--- src/rtl/cat_cmd_tx.sv ---
// cat_cmd_tx: encodes cat hit/revive/clear requests into ASCII command bytes,
// queues them in a small FIFO and sends each one as an 8N1 UART frame on tx.
module cat_cmd_tx #(
    parameter int CLK_FREQ = 103_340_000,
    parameter int BAUD     = 115200,
    parameter int QDEPTH   = 4            // power of two, >= 2
) (
    input  logic       clk,
    input  logic       reset,
    input  logic       cmd_valid,
    output logic       cmd_ready,
    input  logic [1:0] cmd_kind,
    input  logic [2:0] cmd_idx,
    output logic       tx,
    output logic       busy,
    output logic       frame_done,
    output logic       cmd_err
);

    // Bit period in clock cycles; must be at least 2.
    localparam int DIV = CLK_FREQ / BAUD;
    localparam int TW  = $clog2(DIV);
    localparam int PW  = $clog2(QDEPTH);

    localparam logic [TW-1:0] BIT_LAST = TW'(DIV - 1);
    localparam logic [TW-1:0] DONE_AT  = TW'(DIV - 2);

    localparam logic [1:0] KIND_HIT     = 2'b00;
    localparam logic [1:0] KIND_REVIVE  = 2'b01;
    localparam logic [1:0] KIND_ILLEGAL = 2'b11;

    typedef enum logic [1:0] {IDLE, START, DATA, STOP} state_t;

    state_t        state_q, state_d;
    logic [TW-1:0] timer_q, timer_d;
    logic [2:0]    bitcnt_q, bitcnt_d;
    logic          tx_q, tx_d;
    logic          frame_done_q, frame_done_d;
    logic          cmd_err_q, cmd_err_d;
    logic [PW:0]   wr_ptr_q, wr_ptr_d;
    logic [PW:0]   rd_ptr_q, rd_ptr_d;
    logic [7:0]    shift_q, shift_d;
    logic [7:0]    fifo_mem_q [QDEPTH];

    logic          fifo_empty;
    logic          fifo_full;
    logic          accept;
    logic          push;
    logic          pop;
    logic          bit_end;
    logic [7:0]    push_byte;
    logic [7:0]    head_byte;

    // ASCII command byte for a legal request: 'A'+idx, 'a'+idx, or '`'.
    function automatic logic [7:0] encode_cmd(input logic [1:0] kind, input logic [2:0] idx);
        logic [7:0] b;
        case (kind)
            KIND_HIT:    b = 8'h41 + {5'd0, idx};
            KIND_REVIVE: b = 8'h61 + {5'd0, idx};
            default:     b = 8'h60;
        endcase
        return b;
    endfunction

    // FIFO status and request handshake; an illegal kind is consumed but never stored.
    always_comb begin
        fifo_empty = (wr_ptr_q == rd_ptr_q);
        fifo_full  = (wr_ptr_q[PW] != rd_ptr_q[PW]) &&
                     (wr_ptr_q[PW-1:0] == rd_ptr_q[PW-1:0]);
        accept     = cmd_valid & ~fifo_full;
        push       = accept & (cmd_kind != KIND_ILLEGAL);
        push_byte  = encode_cmd(cmd_kind, cmd_idx);
        head_byte  = fifo_mem_q[rd_ptr_q[PW-1:0]];
        cmd_err_d  = accept & (cmd_kind == KIND_ILLEGAL);
        wr_ptr_d   = wr_ptr_q + {{PW{1'b0}}, push};
        rd_ptr_d   = rd_ptr_q + {{PW{1'b0}}, pop};
    end

    // Frame sequencer: next state, bit timing and the registered line value.
    always_comb begin
        state_d      = state_q;
        timer_d      = timer_q;
        bitcnt_d     = bitcnt_q;
        tx_d         = tx_q;
        shift_d      = shift_q;
        frame_done_d = 1'b0;
        pop          = 1'b0;
        bit_end      = (timer_q == BIT_LAST);
        case (state_q)
            IDLE: begin
                tx_d     = 1'b1;
                timer_d  = '0;
                bitcnt_d = '0;
                if (!fifo_empty) begin
                    pop     = 1'b1;
                    shift_d = head_byte;
                    state_d = START;
                    tx_d    = 1'b0;
                end
            end
            START: begin
                if (bit_end) begin
                    timer_d  = '0;
                    bitcnt_d = '0;
                    state_d  = DATA;
                    tx_d     = shift_q[0];
                    shift_d  = {1'b0, shift_q[7:1]};
                end else begin
                    timer_d = timer_q + TW'(1);
                end
            end
            DATA: begin
                if (bit_end) begin
                    timer_d = '0;
                    if (bitcnt_q == 3'd7) begin
                        bitcnt_d = '0;
                        state_d  = STOP;
                        tx_d     = 1'b1;
                    end else begin
                        bitcnt_d = bitcnt_q + 3'd1;
                        tx_d     = shift_q[0];
                        shift_d  = {1'b0, shift_q[7:1]};
                    end
                end else begin
                    timer_d = timer_q + TW'(1);
                end
            end
            STOP: begin
                // Registered pulse lands on the last cycle of the stop bit.
                frame_done_d = (timer_q == DONE_AT);
                if (bit_end) begin
                    timer_d = '0;
                    if (!fifo_empty) begin
                        // Chain straight into the next start bit, no idle gap.
                        pop     = 1'b1;
                        shift_d = head_byte;
                        state_d = START;
                        tx_d    = 1'b0;
                    end else begin
                        state_d = IDLE;
                        tx_d    = 1'b1;
                    end
                end else begin
                    timer_d = timer_q + TW'(1);
                end
            end
            default: begin
                state_d = IDLE;
                tx_d    = 1'b1;
                timer_d = '0;
            end
        endcase
    end

    // Control state with asynchronous reset; the line idles high out of reset.
    always_ff @(posedge clk or posedge reset) begin
        if (reset) begin
            state_q      <= IDLE;
            timer_q      <= '0;
            bitcnt_q     <= '0;
            tx_q         <= 1'b1;
            frame_done_q <= 1'b0;
            cmd_err_q    <= 1'b0;
            wr_ptr_q     <= '0;
            rd_ptr_q     <= '0;
        end else begin
            state_q      <= state_d;
            timer_q      <= timer_d;
            bitcnt_q     <= bitcnt_d;
            tx_q         <= tx_d;
            frame_done_q <= frame_done_d;
            cmd_err_q    <= cmd_err_d;
            wr_ptr_q     <= wr_ptr_d;
            rd_ptr_q     <= rd_ptr_d;
        end
    end

    // Byte storage and shifter carry no reset; validity comes from the pointers and FSM.
    always_ff @(posedge clk) begin
        shift_q <= shift_d;
        if (push) begin
            fifo_mem_q[wr_ptr_q[PW-1:0]] <= push_byte;
        end
    end

    assign tx         = tx_q;
    assign frame_done = frame_done_q;
    assign cmd_err    = cmd_err_q;
    assign cmd_ready  = ~fifo_full;
    assign busy       = (state_q != IDLE) | ~fifo_empty;

endmodule

--- config.mk ---
export PLATFORM = sky130hd
export DESIGN_NAME = cat_cmd_tx
export DESIGN_NICKNAME = d
export VERILOG_FILES = /design/src/rtl/cat_cmd_tx.sv
export SDC_FILE = /design/constraint.sdc
export NUM_CORES = 1
export LEC_CHECK = 0
export ABC_AREA = 1
export BUFFER_PORTS_ARGS = -buffer_cell sky130_fd_sc_hd__buf_2
export CORE_MARGIN = 5
export CORE_UTILIZATION = 30
export DETAILED_ROUTE_END_ITERATION = 16
export PLACE_DENSITY = 0.46
export SLEW_MARGIN = 20
export SYNTH_ARGS = -nofsm -noshare
export SYNTH_HDL_FRONTEND = slang
export SYNTH_SLANG_ARGS = --single-unit
export TNS_END_PERCENT = 10
--- constraint.sdc ---
create_clock -name clk -period 1.65 [get_ports clk]
set_clock_uncertainty 0.05 [all_clocks]
set_input_delay 0.165 -clock clk [delete_from_list [all_inputs] [get_ports clk]]
set_output_delay 0.165 -clock clk [all_outputs]
set_load 0.01 [all_outputs]
Yosys cells after proc, flatten, opt, wreduce, memory -nomap -nowiden

Memory sizes are Yosys's and may differ from the RTL's.
Cells that the tools add are included.

Reductions and logical operators: 10
Eq/ne operators: 18
Shift operators: 0
Bitwise gates (word level): 6
$add $sub $neg: 6
Div/mod/pow operators: 0
$lt $le $gt $ge: 0
Mux-type cells: 32
Multipliers: 0

Operators with widths:

| operator              | number |
|---|---|
| $mux 8                | 5 |
| $pmux 8 s4            | 1 |
| $eq 10x10->1 const B  | 2 |
| $pmux 10 s2           | 1 |
| $add 7x3->8 const A   | 2 |
| $pmux 8 s2            | 1 |
| $ne 2x2->1 const B    | 7 |
| $mux 1                | 11 |
| $add 10x1->10 const B | 1 |
| $mux 10               | 1 |
| $mux 2                | 5 |
| $mux 3                | 3 |
| $pmux 3 s3            | 1 |
| $pmux 2 s4            | 1 |
| $add 3x1->3           | 2 |
| $eq 2x2->1 const B    | 3 |
| $reduce_and 3->1      | 2 |
| $reduce_and 5->1      | 1 |
| $eq 2x1->1 const B    | 2 |
| $logic_not 2->1       | 2 |
| $pmux 1 s4            | 1 |
| $reduce_and 4->1      | 1 |
| $add 3x1->3 const B   | 1 |
| $and 1x1->1           | 3 |
| other kinds (11)      | 12 |

Register bits: 32
Memories kept: 1
Bits in read-only memories: 0
Bits in writable memories: 32
Bits in latches: 0
Logic and storage cells: 82

Memories:

| memory     | words | bits a word | read ports | clocked after memory_dff | write ports | RTL line | source |
|---|---|---|---|---|---|---|---|
| fifo_mem_q | 4     | 8           | 1          | 0                        | 1           | 43       | `logic [7:0] fifo_mem_q [QDEPTH];` |

Logic depth before layout (Yosys ltp)

Depth in word-level cells: 7
Gate-level depth with buffers: 11
Mapped depth without buffers: 11

Worst setup path after synthesis

OpenSTA, ideal clock, no wires.

Kind: reg2reg
Start point: reg state_q[0]
End point: reg shift_q[0] (enable)
Path slack: -0.150 ns
Data arrival time: 1.443 ns
Buffers on the path: 0
Cell stages (with the launch flop): 8
Library setup time: 0.307 ns
Data required time: 1.293 ns
Path through: dfrtp_1 inv_1 ha_1 or2_4 nor2_2 inv_2 nand2_4 and3_2

Cells in the longest elaborated chain, start to end: 3
Elaborated cells between the ends (all ways): 8

RTL lines:

| item                                     | RTL line | source |
|---|---|---|
| start, declared                          | 34       | `state_t state_q, state_d;` |
| start signal, assigned                   | 167      | `state_q <= state_d;` |
| $eq 2x2->1 or $eq 2x1->1 (tied branches) | 89       | `case (state_q)` |
| $ne 2x2->1 (no line)                     | n/a      |  |
| $reduce_and 4->1 (no line) *             | n/a      |  |
| end signal, assigned                     | 180      | `shift_q <= shift_d;` |
| end, declared                            | 42       | `logic [7:0] shift_q, shift_d;` |

Every way passes the cells marked *; elsewhere a longest branch is shown, timed or not.
A chain may end at the register's enable or synchronous reset.

Worst setup path after layout

Start point: reg state_q[0]
End point: reg rd_ptr_q[2]

Cells in the longest elaborated chain, start to end: 3
Elaborated cells between the ends (all ways): 4

RTL lines:

| item                                          | RTL line | source |
|---|---|---|
| $eq 2x2->1 or $logic_not 2->1 (tied branches) | 89       |  |
| $pmux 1 s2 *                                  | 89       |  |
| $add 3x1->3 *                                 | 76       | `rd_ptr_d = rd_ptr_q + {{PW{1'b0}}, pop};` |
| named net rd_ptr_d[2]                         | 41       | `logic [PW:0] rd_ptr_q, rd_ptr_d;` |
| end signal, assigned                          | 174      | `rd_ptr_q <= rd_ptr_d;` |
| end, declared                                 | 41       |  |

Mark *: on every way through the listed nets, which the timed path passes. The rest lies on a longest branch.

==> reports/results.tsv <==
metric	value	unit
start_kind	flip-flop	
finalSetupTns	-0.211	ns
critPathRequiredTime	1.79	ns
status	complete, but fails checks	
ys_warn_count	0	
critPathKind	reg -> reg	
slew_viol_final	0	
overflow	0	
htreeDepth	2	
drt-vias-per-instance	4.33	
n_antenna_cell	0	
drv_cap	0	
antenna_found_initial	0	
synth.net_count	274	
wl	4950	um
dp_slack	-0.0657	ns
n_fill_cell	832	
finalHoldViolCount	0	
min_path_type	in -> reg	
p_per_area	1820	nW/um^2
whs	0.0607	ns
cp-startpoint	state_q[0]	
worstReg2RegStart	state_q[0]	
cts_buffer_depth	2	
stdcell_count	415	
crit_path_end_kind	flip-flop	
grt_pass1_wl	8560	um
fin_crit_sh	1.02	
setup_ws	-0.0360	ns
antenna_left	0	
drc	0	
cts_sinks	52	
grt_pass1_vias	1835	
post_synth.cell_area_avg	10.1	um^2
chipWidth	102	um
cp_slowest_stage_delay	0.42	ns
vias	1796	
violations	setup timing	
start_util	0.310	
hpwl	3710	um
drtIter0Drc	48	
grt_max_degree	17	
path_clk_slew	0.10	ns
nets	331	
place.port_buffers	12	
drive_gt1_frac	0.345	
slew_headroom	0.709	
cts_buffers	5	
cts_tree	built	
coreArea	8260	um^2
yosysSeqAreaShare	0.564	
gp_congestion	0.791	
area_growth	27.6	%
synth_cell_types	36	
crit_chain	buf_4, ha_1, a21oi_1, nor2_2, ha_2, ha_4, xor2_1	
grt_usage	0.105	
period_needed	1.69	ns
total_power	0.00594	W
worstSkewPairLatency	0.30	ns
die_y	102	um
synth_area	2560	um^2
crit_arrival	1.83	ns
path_delay_family	adder cells	
finalSetupViolCount	8	
ir_drop	745	uV
rows	33	
die-area	10500	um^2
ys_ff_latch	52	
max_clock_freq	593	MHz
first_pass_iters	4	
worstMarginPinSlew	0.436	ns
rsz0062_at_grt	true	
wire_per_inst	11.9	um
regToRegSetupSlack	-0.04	ns
syn_inst	252	
final_common_cell	buf_4	
crit_slowest_cell	dfrtp_1	
clock_tree.root_cell	clkbuf_8	
critPathMaxFanout	3	
io_pins	13	
critPathBufInv	1	
dp_cells	400	
layout_common_cells	buf_4, nand2_1, edfxtp_1, nor2_1, dfrtp_1	
p_leak	1.46	nW
hold_path_startpoint	cmd_valid	
-- metrics by stage --
step | util | instance area (um^2)
finish | 0.395 | 3260
detailed placement | 0.364 | 3010
floorplan | - | 2570
global placement | 0.364 | 3010
global route | 0.395 | 3260
CTS | 0.387 | 3190
-- power by group --
group,internal [W],switching (W)
registers,0.00186,0.000195
logic,0.00140,0.00160
clock network,0.000459,0.000421
total,0.00373,0.00221
-- layer usage --
metal  vias to the layer above  routed length (um)  global-route usage
met5                         -                   0                   0
met4                         0                  53              0.0424
met3                         4                 101              0.0143
met2                        18                2210               0.155
met1                       824                2590               0.154
li1                        950                   -                   -
-- logic make-up (layout without fill, tap and decap cells) --
kind of cell | after synthesis | count (layout) | synth area share
and+or+nand+nor | 110 | 110 | 0.206
DFF | 52 | 52 | 0.564
buffers and inverters | 39 | 97 | 0.0621
AOI/OAI and AO/OA | 31 | 31 | 0.0788
adders and majority gates | 14 | 14 | 0.0685
xor gates and xnor gates | 6 | 6 | 0.0205
-- area by class of cell --
| class | count | area [um^2] | area share |
|---|---|---|---|
| timing repair buffer | 54 | 400 | 0.123 |
| clock inverter | 2 | 38.8 | 0.0119 |
| tap | 105 | 131 | 0.0402 |
| multi-input combinational | 161 | 1040 | 0.320 |
| sequential | 52 | 1440 | 0.442 |
| inverter | 35 | 134 | 0.0410 |
| clock buffer | 6 | 72.6 | 0.0222 |
-- registers in the layout, indices dropped and copies added (netlist names) --
signal      cells
fifo_mem_q     20
timer_q        10
shift_q         8
bitcnt_q        3
rd_ptr_q        3
wr_ptr_q        3
state_q         2
cmd_err         1
frame_done      1
tx              1
-- cell usage after synthesis, drive strengths merged --
| library cell | n | area share |
|---|---|---|
| nor2 | 33 | 0.057 |
| dfstp | 1 | 0.010 |
| a21oi | 3 | 0.0073 |
| or2 | 2 | 0.0059 |
| nand3 | 14 | 0.029 |
| edfxtp | 28 | 0.33 |
| o211ai | 2 | 0.011 |
| nor3b | 1 | 0.0029 |
| buf | 4 | 0.0098 |
| nor3 | 8 | 0.018 |
| xnor2 | 1 | 0.0034 |
| and3 | 1 | 0.0029 |
| nand4 | 6 | 0.017 |
| ha | 14 | 0.068 |
| o21ai | 19 | 0.037 |
| nand2 | 44 | 0.070 |
| inv | 35 | 0.052 |
| dfrtp | 23 | 0.23 |
| o22a | 5 | 0.017 |
| xor2 | 5 | 0.017 |
| o21a | 2 | 0.0059 |
| nor4 | 1 | 0.0024 |
-- worst min-delay path, stage by stage --
cell and delay, ns:
buf_2 0.12, nand2_1 0.06, nor3_1 0.04
-- what timing repair did --
action	CTS	global route
pin swaps	8	4
buffers inserted	3	3
endpoints found under the setup margin	11	36
endpoints found under the hold margin	8	0
hold buffers	1	0
gates resized for setup	13	15
-- worst paths after layout --
path,endpoint,cells after the start
min in group asynchronous,timer_q[9],3
setup / recovery,rd_ptr_q[2],7
max in group asynchronous,tx,4
setup reg to reg,rd_ptr_q[2],7
hold / removal,cmd_err,3
hold reg to reg,rd_ptr_q[2],1
(Power assumes the default switching activity.)
